$ cat config.mk
export PLATFORM = sky130hd
export DESIGN_NAME = gpio_pad_ctrl
export DESIGN_NICKNAME = d
export VERILOG_FILES = /design/src/rtl/gpio_pad_ctrl.sv
export SDC_FILE = /design/constraint.sdc
export NUM_CORES = 1
export LEC_CHECK = 0
export CORE_MARGIN = 3
export CORE_UTILIZATION = 25
export DETAILED_ROUTE_END_ITERATION = 6
export HOLD_SLACK_MARGIN = 0.1
export SKIP_CTS_REPAIR_TIMING = 1
export SLEW_MARGIN = 20
export SYNTH_ARGS = -nofsm -noshare
export SYNTH_HDL_FRONTEND = slang
export SYNTH_SLANG_ARGS = --single-unit
$ cat constraint.sdc
create_clock -name clk -period 6.7 [get_ports clk]
set_input_delay 2.01 -clock clk [delete_from_list [all_inputs] [get_ports clk]]
set_output_delay 2.01 -clock clk [all_outputs]
set_load 0.03 [all_outputs]
$ cat src/rtl/gpio_pad_ctrl.sv
// gpio_pad_ctrl
// Core-side controller for one padring side. A small register file, written
// and read over a valid/ready register bus, drives the pad dout/oen/ie/cfg
// buses. The returning din bus is synchronized, and enabled rising edges are
// latched into a sticky status register that raises a level interrupt.
//
// Ports:
//   clk, rst       core clock, asynchronous active-high reset
//   reg_valid      request valid
//   reg_ready      request accepted when valid & ready (1 from the first
//                  cycle after reset release)
//   reg_write      1 = write, 0 = read
//   reg_addr       word address
//   reg_wdata      write data
//   reg_rvalid     one-cycle pulse, read data valid
//   reg_rdata      read data, holds its last value between reads
//   din            asynchronous data from the pads
//   dout           data to the pads
//   oen            output enable, active-low
//   ie             input enable (passed straight to the pads)
//   cfg            per-pad config, pad i in bits [i*CFGW +: CFGW]
//   irq            level interrupt

module gpio_pad_ctrl #(
  parameter int NGPIO = 9,
  parameter int CFGW  = 8,
  parameter int AW    = 5
) (
  input  logic                  clk,
  input  logic                  rst,
  input  logic                  reg_valid,
  output logic                  reg_ready,
  input  logic                  reg_write,
  input  logic [AW-1:0]         reg_addr,
  input  logic [31:0]           reg_wdata,
  output logic                  reg_rvalid,
  output logic [31:0]           reg_rdata,
  input  logic [NGPIO-1:0]      din,
  output logic [NGPIO-1:0]      dout,
  output logic [NGPIO-1:0]      oen,
  output logic [NGPIO-1:0]      ie,
  output logic [NGPIO*CFGW-1:0] cfg,
  output logic                  irq
);

  localparam logic [AW-1:0] ADDR_OUT        = AW'(8'h00);
  localparam logic [AW-1:0] ADDR_OEN        = AW'(8'h01);
  localparam logic [AW-1:0] ADDR_IE         = AW'(8'h02);
  localparam logic [AW-1:0] ADDR_IN         = AW'(8'h03);
  localparam logic [AW-1:0] ADDR_IRQ_EN     = AW'(8'h04);
  localparam logic [AW-1:0] ADDR_IRQ_STATUS = AW'(8'h05);
  localparam logic [AW-1:0] ADDR_OUT_SET    = AW'(8'h06);
  localparam logic [AW-1:0] ADDR_OUT_CLR    = AW'(8'h07);
  localparam int            CFG_BASE        = 16;

  // Register state
  logic                  ready_q,  ready_d;
  logic [NGPIO-1:0]      out_q,    out_d;
  logic [NGPIO-1:0]      oen_q,    oen_d;
  logic [NGPIO-1:0]      ie_q,     ie_d;
  logic [NGPIO-1:0]      irq_en_q, irq_en_d;
  logic [NGPIO-1:0]      status_q, status_d;
  logic [NGPIO*CFGW-1:0] cfg_q,    cfg_d;

  // Input synchronizer and edge-detect history
  logic [NGPIO-1:0]      s1_q, s1_d;
  logic [NGPIO-1:0]      s2_q, s2_d;
  logic [NGPIO-1:0]      s3_q, s3_d;

  // Bus response and interrupt
  logic                  rvalid_q, rvalid_d;
  logic [31:0]           rdata_q,  rdata_d;
  logic                  irq_q,    irq_d;

  logic                  wr_fire;
  logic                  rd_fire;
  logic [NGPIO-1:0]      wmask;
  logic [NGPIO-1:0]      w1c;
  logic [NGPIO-1:0]      rise;
  logic [31:0]           rd_mux;

  assign wr_fire = reg_valid & ready_q & reg_write;
  assign rd_fire = reg_valid & ready_q & ~reg_write;
  assign wmask   = reg_wdata[NGPIO-1:0];
  assign rise    = s2_q & ~s3_q;

  // Register writes. OUT_SET/OUT_CLR modify OUT in the same cycle they are
  // accepted, so no other bus access can interleave with the update.
  always_comb begin
    ready_d  = 1'b1;
    out_d    = out_q;
    oen_d    = oen_q;
    ie_d     = ie_q;
    irq_en_d = irq_en_q;
    cfg_d    = cfg_q;
    w1c      = '0;
    if (wr_fire) begin
      case (reg_addr)
        ADDR_OUT:        out_d    = wmask;
        ADDR_OEN:        oen_d    = wmask;
        ADDR_IE:         ie_d     = wmask;
        ADDR_IRQ_EN:     irq_en_d = wmask;
        ADDR_IRQ_STATUS: w1c      = wmask;
        ADDR_OUT_SET:    out_d    = out_q | wmask;
        ADDR_OUT_CLR:    out_d    = out_q & ~wmask;
        default:         ;
      endcase
      for (int i = 0; i < NGPIO; i++) begin
        if (reg_addr == AW'(CFG_BASE + i)) begin
          cfg_d[i*CFGW +: CFGW] = reg_wdata[CFGW-1:0];
        end
      end
    end
  end

  // Input path and interrupt. A new edge is OR-ed in after the clear, so an
  // edge landing in the same cycle as a W1C of that bit keeps the bit set.
  always_comb begin
    s1_d     = din;
    s2_d     = s1_q;
    s3_d     = s2_q;
    status_d = (status_q & ~w1c) | (rise & irq_en_q);
    irq_d    = |(status_q & irq_en_q);
  end

  // Read mux; write-only and unmapped addresses read as zero.
  always_comb begin
    rd_mux = '0;
    case (reg_addr)
      ADDR_OUT:        rd_mux = 32'(out_q);
      ADDR_OEN:        rd_mux = 32'(oen_q);
      ADDR_IE:         rd_mux = 32'(ie_q);
      ADDR_IN:         rd_mux = 32'(s2_q);
      ADDR_IRQ_EN:     rd_mux = 32'(irq_en_q);
      ADDR_IRQ_STATUS: rd_mux = 32'(status_q);
      default:         ;
    endcase
    for (int i = 0; i < NGPIO; i++) begin
      if (reg_addr == AW'(CFG_BASE + i)) begin
        rd_mux = 32'(cfg_q[i*CFGW +: CFGW]);
      end
    end
  end

  always_comb begin
    rvalid_d = rd_fire;
    rdata_d  = rd_fire ? rd_mux : rdata_q;
  end

  always_ff @(posedge clk or posedge rst) begin
    if (rst) begin
      ready_q  <= 1'b0;
      out_q    <= '0;
      oen_q    <= '1;
      ie_q     <= '1;
      irq_en_q <= '0;
      status_q <= '0;
      cfg_q    <= '0;
      s1_q     <= '0;
      s2_q     <= '0;
      s3_q     <= '0;
      rvalid_q <= 1'b0;
      rdata_q  <= '0;
      irq_q    <= 1'b0;
    end else begin
      ready_q  <= ready_d;
      out_q    <= out_d;
      oen_q    <= oen_d;
      ie_q     <= ie_d;
      irq_en_q <= irq_en_d;
      status_q <= status_d;
      cfg_q    <= cfg_d;
      s1_q     <= s1_d;
      s2_q     <= s2_d;
      s3_q     <= s3_d;
      rvalid_q <= rvalid_d;
      rdata_q  <= rdata_d;
      irq_q    <= irq_d;
    end
  end

  assign reg_ready  = ready_q;
  assign reg_rvalid = rvalid_q;
  assign reg_rdata  = rdata_q;
  assign dout       = out_q;
  assign oen        = oen_q;
  assign ie         = ie_q;
  assign cfg        = cfg_q;
  assign irq        = irq_q;

endmodule

# Word-level counts from Yosys, hierarchy flattened
# Cells that the tools add are included.
# totals
output_inout_bits	134
ff_bits	179
word_cells	80
input_bits	50
# op_classes
bitwise_logic	14
reduce_logical	16
muxes	13
eq_ne	16
# ops
op	n
2-to-1 mux 32 bit	9
case mux 9 bit (6 select lines)	1
bitwise AND 9 bit	5
== test 5 bit (second input constant)	9
inverter 9 bit	3
case mux 9 bit (3 select lines)	1
AND reduction 2 bit	13
== test 5 x 3 -> 1 bit (second input constant)	4
2-to-1 mux 9 bit	2
bitwise OR 9 bit	2
== test 5 x 2 -> 1 bit (second input constant)	2
OR reduction 9 bit	1
== test 5 x 1 -> 1 bit (second input constant)	1
logical NOT 5 bit	1
bitwise AND 1 bit	3
nonzero test 3 bit	1
inverter 1 bit	1

# Longest topological paths before layout
# Gate-level depths: netlist of run 1.
# logic_depth
depth_word	11
ltp_mapped	9
depth_no_buf	7

# Least setup slack after synthesis of run 1
# Ideal clock, no wire load.
# synth_path
kind	in2reg
start	in reg_addr[0]
end	reg cfg_q[48], in the netlist cfg[48]
setup_time_ns	0.125
required_ns	6.575
n_path_buf	3
t_arrival_ns	3.259
path_stages	7
slack_ns	3.316
cell_sequence	buf_4 -> nor2b_1 -> buf_2 -> nor2b_1 -> and2_1 -> buf_4 -> mux2_2
# synth_via
elab_chain_cells	2
# synth_lines
element	line_no	source
start: declaration	34	input logic [AW-1:0] reg_addr,
== test 5 bit	109	if (reg_addr == AW'(CFG_BASE + i)) begin
AND reduction 2 bit (no source line)	-	
end signal: assignment	172	cfg_q <= cfg_d;
end: declaration	63	logic [NGPIO*CFGW-1:0] cfg_q, cfg_d;
# Every way passes these cells.
# A chain may end at the register's enable or synchronous reset.

# Final worst setup path of run 1
# layout_path
start	in reg_addr[2]
end	reg rdata_q[6], in the netlist reg_rdata[6]
# layout_via
elab_chain_cells	11
elab_cells_between_ends	25
cone_classes	eq/ne: 14; mux: 10; reduce/logical: 1
# layout_lines
element	line_no	source
== test 5 x 3 -> 1 bit (tied with other cells)	129	case (reg_addr)
case mux 9 bit (6 select lines)	129	
2-to-1 mux 32 bit (8 in a row)	139	if (reg_addr == AW'(CFG_BASE + i)) begin
2-to-1 mux 32 bit (*)	139	
end signal: assignment	177	rdata_q <= rdata_d;
end: declaration	72	logic [31:0] rdata_q, rdata_d;
# Mark *: on every way between the ends. The rest lies on a longest branch, timed or not.

==> reports/metrics.yaml, run 1 <==
worstSetupEndpointType: "flip-flop"
min_path_cells: 0
status: "finished clean"
grt_pass1_vias: 5603
dpl.hpwl_mm: 18.4
rows: 62
dr.pass1.iters: 5
drtIter0Drc: 352
die_h_um: 180
wirelength_mm: 25.0
hp-start: "s1_q[1]"
antenna_found_initial: 1
final_common_cell: "dfrtp_1"
setup_viol: 0
peakVddDrop_mv: 0.185
drive_gt1_share_pct: 24.7
syn2layout_area_growth_pct: 28.7
routabilityCongestion: 0.880
crit_path_start_kind: "primary input"
numPortBuffers: 137
path_common_cell: "o21ai_0"
ios: 184
worstReg2RegEnd: "dout[1]"
cts-root-buf: "clkbuf_16"
ant_nets: 0
worst_pin_slew_ns: 0.896
core_area_mm2: 0.0292
htreeDepth: 4
num_antenna_cells: 0
fin_nets: 815
hold_viol: 0
path_cells: "clkdlybuf4s50_1 -> buf_4 -> nor2b_1 -> o21ai_0 -> nand2_1 -> o21ai_0 -> o21bai_1 -> a221oi_1"
path_clk_slew_ns: 0.06
p_leak_uw: 0.00410
route.detailed.drc: 0
min_period_ns: 4.62
hp-class: "reg -> reg"
synth_seq_area_share_pct: 52.2
avgSynthCellArea_um2: 11.8
synthTopCellsByArea: "dfrtp_1 46%, mux2_2 15%, dfstp_2 6.3%, nand2_1 2.9%, buf_4 2.9%"
cts_made_buffers: 17
synth_edf_count: 0
layout_common_cells: "138 x dfrtp_1, 135 x clkdlybuf4s50_1, 100 x mux2_2"
r2r_slack_ns: 4.52
r2r_start: "reg_ready"
avgRoutedWirePerCell_um: 21.5
cellPowerDensity_mw_per_mm2: 266
synth_top_area_share_pct: 45.9
start_util_pct: 25.8
rsz0062_at_grt: "no"
cts_sinks: 156
cpPeakStageDelay_ns: 1.05
required_ns: 7.01
cap_violations: 0
ys.warnings.count: 0
arrival_ns: 4.94
grt_max_degree: 92
vias: 5664
fin_crit_sh_pct: 69.0
crit_path_top_delay_cell: "clkdlybuf4s50_1"
async_flop_share_pct: 100
synth_area_mm2: 0.00753
via_per_inst: 4.87
synth_ff_type: "dfrtp_1"
max_freq_mhz: 216
fin_worst_hold_slack_ns: 0.350
min_to: "s2_q[1]"
setup-tns-final_ns: 0
slew_headroom_pct: 40.1
die-area_mm2: 0.0322
syn_inst: 639
final_max_slew_viol_count: 0
grt_usage_pct: 15.3
fill_cells: 2952
post_synth_num_cell_types: 65
die_w_um: 180
grt_pass1_wl_mm: 37.8
path_max_fanout: 23
clockBufferDepth: 2
clk_latency_ns: 0.42
ys_ff_latch: 156
r2r_cells: 4
cts_tree: "built"
critPathKind: "in -> reg"
yosys.area.top_type: "dfrtp_1"
skew_ns: 0.00727
overflow: 0
-- registers in the layout (all words and copies together) (netlist names) --
register	flops
cfg	72
dout	9
ie	9
irq	1
irq_en_q	9
oen	9
reg_rdata	9
reg_ready	1
reg_rvalid	1
s1_q	9
s2_q	9
s3_q	9
status_q	9
-- through the flow --
stage / area, um2 / std cells / power [uW] / util, % / worst slack [ns]
after floorplan: 7610 / 661 / 1420 / - / 0.513
after global placement: 9110 / 1130 / 1650 / 31.2 / 1.72
after detailed placement: 9110 / 1130 / 1650 / 31.2 / 1.73
after CTS: 9690 / 1162 / 2600 / 33.2 / 2.16
after global routing: 9690 / 1162 / 2670 / 33.2 / 1.95
final: 9690 / 1162 / 2580 / 33.2 / 2.08
-- worst max-delay path by stage --
| stage | from | endpoint |
|---|---|---|
| detailed placement | reg_addr[2] | reg_rdata[6] |
| global route | reg_addr[2] | reg_rdata[6] |
| floorplan | rst | cfg[0] |
| CTS | reg_addr[2] | reg_rdata[6] |
| finish | reg_addr[2] | reg_rdata[6] |
| global placement | reg_addr[2] | reg_rdata[6] |
-- power breakdown --
| part | switching [uW] | leakage (uW) | internal (uW) | total, uW |
|---|---|---|---|---|
| Sequential | 76.1 | 0.00195 | 1030 | 1110 |
| Clock | 396 | 0.000266 | 551 | 946 |
| Combinational | 316 | 0.00188 | 208 | 524 |
| Total | 788 | 0.00410 | 1790 | 2580 |
-- area by class of cell --
cell class	instances	area, um2	share of cell area [%]
multi-input cells	436	3240	33.5
clock inverters	13	143	1.47
repair buffers	145	1420	14.7
clock buffers	19	433	4.47
inverters	9	38.8	0.400
flip-flops and latches	156	3930	40.5
well taps	384	480	4.96
-- synth_stat cells (all sizes together) (2+ instances only) --
| cell | instances |
|---|---|
| a211o | 3 |
| a211oi | 2 |
| a21boi | 3 |
| a21oi | 21 |
| a221oi | 4 |
| a222oi | 2 |
| a22o | 12 |
| a22oi | 7 |
| a31oi | 6 |
| a32oi | 2 |
| a41oi | 2 |
| and3 | 4 |
| buf | 49 |
| clkbuf | 11 |
| conb | 2 |
| dfrtp | 138 |
| dfstp | 18 |
| inv | 9 |
| mux2 | 108 |
| mux2i | 16 |
| nand2 | 61 |
| nand2b | 5 |
| nand3 | 19 |
| nand4 | 2 |
| nor2 | 32 |
| nor2b | 4 |
| nor3 | 11 |
| nor4 | 3 |
| o2111ai | 2 |
| o211ai | 2 |
| o21a | 2 |
| o21ai | 43 |
| o221ai | 2 |
| o22ai | 9 |
| o31ai | 3 |
| or2 | 4 |
| or3 | 3 |
-- metal layers --
layer	part of all wire [%]	track usage, %	up-vias
met5	0.052	0	-
met4	1.6	3.74	2
met3	5.0	3.35	25
met2	45	22.9	203
met1	49	22.5	2902
li1	-	-	2532
-- cells by family (layout without fill, tap and decap cells) --
kind of cell | after synthesis | in the layout | share of synthesized area [%]
muxes | 125 | 125 | 19.0
and+or+nand+nor | 154 | 154 | 11.2
AOI/OAI and AO/OA | 133 | 133 | 11.7
other | 2 | 24 | 0.0998
DFF | 156 | 156 | 52.2
buffers and inverters | 69 | 186 | 5.85
-- worst max-delay path: cells and delay by family --
kind,cells,cell delay [ns]
buffers and inverters,2,1.35
AND/OR/NAND/NOR,2,0.79
AO/OA/AOI/OAI,4,0.77
(Power assumes the default switching activity.)
==> inputs of run 2 (changes only) <==
==> constraint.sdc (replaced) <==
create_clock -name clk -period 3.9 [get_ports clk]
set_input_delay 1.17 -clock clk [delete_from_list [all_inputs] [get_ports clk]]
set_output_delay 1.17 -clock clk [all_outputs]
set_load 0.03 [all_outputs]
==> reports/metrics.yaml, run 2 (same netlist as run 1, synthesis figures left out) <==
status: "finished clean"  # unchanged
numPortBuffers: 137  # unchanged
slew_headroom_pct: 38.8  # was 40.1%
route.detailed.drc: 0  # unchanged
path_cells: "clkdlybuf4s50_1 -> buf_4 -> or2b_1 -> a21oi_1 -> or4_1 -> o21ai_0 -> a21oi_1 -> o31ai_1"  # was clkdlybuf4s50_1 -> buf_4 -> nor2b_1 -> o21ai_0 -> nand2_1 -> o21ai_0 -> o21bai_1 -> a221oi_1
antenna_found_initial: 0  # was 1
via_per_inst: 4.86  # was 4.87
core_area_mm2: 0.0292  # unchanged
setup-tns-final_ns: 0  # unchanged
dr.pass1.iters: 4  # was 5
final_common_cell: "dfrtp_1"  # unchanged
cellPowerDensity_mw_per_mm2: 473  # was 266 mW/mm2
dpl.hpwl_mm: 18.6  # was 18.4 mm
cp_top_family: "buffers and inverters"  # unchanged
die-area_mm2: 0.0322  # unchanged
fin_cells: 1181  # was 1162
ios: 184  # unchanged
cpPeakStageDelay_ns: 0.86  # was 1.05 ns
grt_pass1_wl_mm: 38.7  # was 37.8 mm
drive_gt1_share_pct: 26.3  # was 24.7%
htreeDepth: 4  # unchanged
required_ns: 4.23  # was 7.01 ns
path_max_fanout: 17  # was 23
min_period_ns: 3.15
ant_nets: 0  # unchanged
hold_viol: 0  # unchanged
vias: 5744  # was 5664
grt_max_degree: 157  # was 92
final_max_slew_viol_count: 0  # unchanged
max_freq_mhz: 317
path_common_cell: "a21oi_1"  # was o21ai_0
fin_worst_hold_slack_ns: 0.350  # about the same
clk_latency_ns: 0.43  # was 0.42 ns
path_clk_slew_ns: 0.06  # about the same
clockBufferDepth: 2  # unchanged
cap_violations: 0  # unchanged
fin_nets: 834  # was 815
crit_path_start_kind: "primary input"  # unchanged
grt_usage_pct: 15.7  # was 15.3%
die_w_um: 180  # unchanged
cts_tree: "built"  # unchanged
num_antenna_cells: 0  # unchanged
cts_sinks: 156  # unchanged
crit_path_top_delay_cell: "clkdlybuf4s50_1"  # unchanged
wirelength_mm: 25.5  # was 25.0 mm
start_util_pct: 25.8  # unchanged
p_leak_uw: 0.00426  # was 0.00410 uW
rows: 62  # unchanged
peakVddDrop_mv: 0.259  # was 0.185 mV
critPathBufInv: 2  # unchanged
drtIter0Drc: 471  # was 352
setup_viol: 0  # unchanged
p_comb_share_pct: 19.5  # was 20.3%
overflow: 0  # unchanged
fill_cells: 2917  # was 2952
cts_made_buffers: 17  # unchanged
cts-root-buf: "clkbuf_16"  # unchanged
finalPower_uw: 4710  # was 2580 uW
fin_crit_sh_pct: 80.8
pwr-share-seq_pct: 40.4  # was 42.9%
layout_common_cells: "138 x dfrtp_1, 135 x clkdlybuf4s50_1, 100 x mux2_2"  # unchanged
arrival_ns: 3.48  # was 4.94 ns
largest_reg_flops: 72  # unchanged
avgRoutedWirePerCell_um: 21.6  # was 21.5 um
critPathKind: "in -> reg"  # unchanged
clock_power_share_pct: 40.2  # was 36.7%
place_inst: 1149  # was 1130
grt_pass1_vias: 5914  # was 5603
rsz0062_at_grt: "no"  # unchanged
switching_share_pct: 28.7  # was 30.6%
worstSetupEndpointType: "flip-flop"  # unchanged
switching_power_uw: 1350  # was 788 uW
syn2layout_area_growth_pct: 32.1  # was 28.7%
routabilityCongestion: 0.880  # about the same
skew_ns: 0.0134  # was 0.00727 ns
worst_pin_slew_ns: 0.917  # was 0.896 ns
die_h_um: 180  # unchanged
p_int_uw: 3360  # was 1790 uW
hp-class: "reg -> reg"  # unchanged
run 2: cell count changes in the layout (fill, tap and decap cells not counted), moves of 2 or more:
| cell | before | now |
|---|---|---|
| buf_4 | 8 | 25 |
| bufinv_16 | 2 | 6 |
| clkinvlp_4 | 5 | 1 |
| inv_6 | 4 | 0 |
| buf_12 | 0 | 2 |
| clkinv_4 | 1 | 3 |
run 2: worst register-to-register path, cell delays in order (launching register included):
cell,delay [ns]
dfrtp_1,0.39
and3_1,0.41
nand2_1,0.20
nor4_4,0.60
a22o_1,0.24
run 2: final timing paths:
check	startpoint	to	slack (ns)	cells past startpoint
worst max register to register	reg_ready	dout[7]	2.00	4
worst min-delay path	s1_q[7]	s2_q[7]	0.35	0
worst min register to register	s1_q[7]	s2_q[7]	0.35	0
max in group asynchronous	rst	irq_en_q[6]	1.86	3
min in group asynchronous	rst	s1_q[5]	1.31	3
worst max-delay path	reg_addr[2]	reg_rdata[3]	0.75	8
run 2: power by group through the flow:
stage | clock [uW] | combinational [uW] | sequential [uW]
3_3_place_gp | 0 | 913 | 1930
2_1_floorplan | 0 | 339 | 2100
6_report | 1890 | 917 | 1900
4_1_cts | 1930 | 924 | 1900
3_5_place_dp | 0 | 920 | 1930
5_1_grt | 1990 | 972 | 1920
run 2: per-layer routing:
| layer | global-route usage [%] | up-vias | part of all wire [%] |
|---|---|---|---|
| met4 | 4.21 | 0 | 1.7 |
| met5 | 0 | - | 0 |
| met3 | 3.70 | 25 | 5.9 |
| met1 | 22.6 | 2926 | 48 |
| li1 | - | 2564 | - |
| met2 | 23.7 | 229 | 44 |
run 2: area by class of cell:
type / instances / area (um2) / share of cell area [%]
multi-input cells: 436 / 3240 / 32.6
repair buffers: 164 / 1590 / 16.0
well taps: 384 / 480 / 4.83
inverters: 9 / 37.5 / 0.377
clock buffers: 21 / 450 / 4.53
clock inverters: 11 / 216 / 2.18
flip-flops and latches: 156 / 3930 / 39.5
run 2: stage by stage:
step | setup slack [ns] | instance area [um2] | utilization, %
2_1_floorplan | 0.772 | 7610 | -
3_5_place_dp | 0.320 | 9280 | 31.8
5_1_grt | 0.611 | 9940 | 34.1
6_report | 0.750 | 9940 | 34.1
4_1_cts | 0.763 | 9940 | 34.1
3_3_place_gp | 0.278 | 9280 | 31.8
==> inputs of run 3 (changes only) <==
==> constraint.sdc (replaced) <==
create_clock -name clk -period 2.7 [get_ports clk]
set_input_delay 0.81 -clock clk [delete_from_list [all_inputs] [get_ports clk]]
set_output_delay 0.81 -clock clk [all_outputs]
set_load 0.03 [all_outputs]
==> reports/metrics.yaml, run 3 (same netlist as run 1, synthesis figures left out) <==
fin_crit_sh_pct: 92.2
p_int_uw: 4460  # was 3360 uW
rsz0062_at_grt: "no"  # unchanged
clockBufferDepth: 2  # unchanged
grt_max_degree: 43  # was 157
syn2layout_area_growth_pct: 39.1  # was 32.1%
cp_top_family: "buffers and inverters"  # unchanged
peakVddDrop_mv: 0.372  # was 0.259 mV
htreeDepth: 4  # unchanged
place_area_mm2: 0.00993  # was 0.00928 mm2
path_max_fanout: 3  # was 17
critPathBufInv: 1  # was 2
slew_headroom_pct: 56.1  # was 38.8%
cpPeakStageDelay_ns: 0.71  # was 0.86 ns
route.detailed.drc: 0  # unchanged
status: "finished clean"  # unchanged
avgRoutedWirePerCell_um: 21.1  # was 21.6 um
wirelength_mm: 26.5  # was 25.5 mm
crit_path_top_delay_cell: "clkdlybuf4s50_1"  # unchanged
grt_pass1_vias: 6087  # was 5914
switching_share_pct: 30.1  # was 28.7%
core_area_mm2: 0.0292  # unchanged
vias: 6003  # was 5744
grt_usage_pct: 16.3  # was 15.7%
grt_pass1_wl_mm: 40.2  # was 38.7 mm
multi_input_comb_area_mm2: 0.00324  # unchanged
crit_path_start_kind: "flip-flop"  # was primary input
drive_gt1_share_pct: 32.1  # was 26.3%
num_antenna_cells: 0  # unchanged
path_clk_slew_ns: 0.06  # about the same
largest_reg_flops: 72  # unchanged
fill_cells: 2963  # was 2917
final_common_cell: "dfrtp_1"  # unchanged
cellPowerDensity_mw_per_mm2: 609  # was 473 mW/mm2
rows: 62  # unchanged
clk_latency_ns: 0.43  # about the same
ant_nets: 0  # unchanged
p_leak_uw: 0.00459  # was 0.00426 uW
cts_made_buffers: 17  # unchanged
cts_tree: "built"  # unchanged
cts-root-buf: "clkbuf_16"  # unchanged
dpl.hpwl_mm: 20.0  # was 18.6 mm
r2r_cells: 4  # unchanged
arrival_ns: 1.68  # was 3.48 ns
finalPower_uw: 6380  # was 4710 uW
switching_power_uw: 1920  # was 1350 uW
critPathKind: "reg -> out"  # was in -> reg
min_path_cells: 0  # unchanged
worst_pin_slew_ns: 0.653  # was 0.917 ns
p_comb_share_pct: 21.9  # was 19.5%
dr.pass1.iters: 5  # was 4
antenna_found_initial: 0  # unchanged
ios: 184  # unchanged
clock_power_share_pct: 35.1  # was 40.2%
routabilityCongestion: 0.872  # was 0.880
drtIter0Drc: 414  # was 471
die_w_um: 180  # unchanged
die_h_um: 180  # unchanged
start_util_pct: 25.8  # unchanged
max_freq_mhz: 402
hold_viol: 0  # unchanged
path_cells: "clkdlybuf4s50_1"  # was clkdlybuf4s50_1 -> buf_4 -> or2b_1 -> a21oi_1 -> or4_1 -> o21ai_0 -> a21oi_1 -> o31ai_1
required_ns: 1.89  # was 4.23 ns
cp.depth: 1  # was 8
min_period_ns: 2.49
pwr-share-seq_pct: 43.1  # was 40.4%
die-area_mm2: 0.0322  # unchanged
worstSetupEndpointType: "output pin"  # was flip-flop
final_max_slew_viol_count: 0  # unchanged
skew_ns: 0.0172  # was 0.0134 ns
hp-class: "reg -> reg"  # unchanged
layout_common_cells: "138 x dfrtp_1, 135 x clkdlybuf4s50_1, 100 x mux2_2"  # unchanged
fin_nets: 904  # was 834
via_per_inst: 4.80  # was 4.86
setup_viol: 0  # unchanged
postLayoutCellArea_mm2: 0.0105  # was 0.00994 mm2
overflow: 0  # unchanged
cts_sinks: 156  # unchanged
cap_violations: 0  # unchanged
numPortBuffers: 137  # unchanged
register_area_mm2: 0.00393  # unchanged
-- run 3: through the flow --
stage	std cells	worst slack (ns)	hold WS [ns]	utilization, %	TNS, ns
after floorplan	661	-0.0682	0.331	-	-9.41
after global placement	1219	-0.0692	0.334	34.0	-1.41
after detailed placement	1219	-0.0887	0.336	34.0	-1.94
after CTS	1251	0.192	0.349	35.9	0
after global routing	1251	0.165	0.353	35.9	0
final	1251	0.212	0.345	35.9	0
-- run 3: routing by layer --
layer  wire (um)  track usage (%)  vias to the layer above
met5           0                0                        -
met4         389             4.02                        0
met3        1200             2.91                       20
met2       12000             25.0                      205
met1       12800             23.8                     3074
li1            -                -                     2704
-- run 3: final timing paths --
kind / from / to / slack, ns
max in group asynchronous: rst / oen[3] / 1.26
worst min-delay path: s1_q[3] / s2_q[3] / 0.35
worst max-delay path: ie[1] / ie[1] / 0.21
worst max register to register: reg_ready / dout[3] / 0.85
worst min register to register: s1_q[3] / s2_q[3] / 0.35
min in group asynchronous: rst / s1_q[5] / 0.79
-- run 3: power by group through the flow --
stage	clock, uW	combinational [uW]	sequential [uW]
after detailed placement	0	1400	2780
after CTS	2290	1410	2750
after global placement	0	1390	2780
final	2240	1400	2750
after global routing	2400	1480	2770
after floorplan	0	490	3040
-- run 3: layout make-up --
| type | count | area share (%) |
|---|---|---|
| tap | 384 | 4.59 |
| timing repair buffer | 234 | 21.4 |
| multi-input combinational | 436 | 31.0 |
| sequential | 156 | 37.5 |
| clock inverter | 8 | 0.681 |
| clock buffer | 24 | 4.50 |
| inverter | 9 | 0.358 |
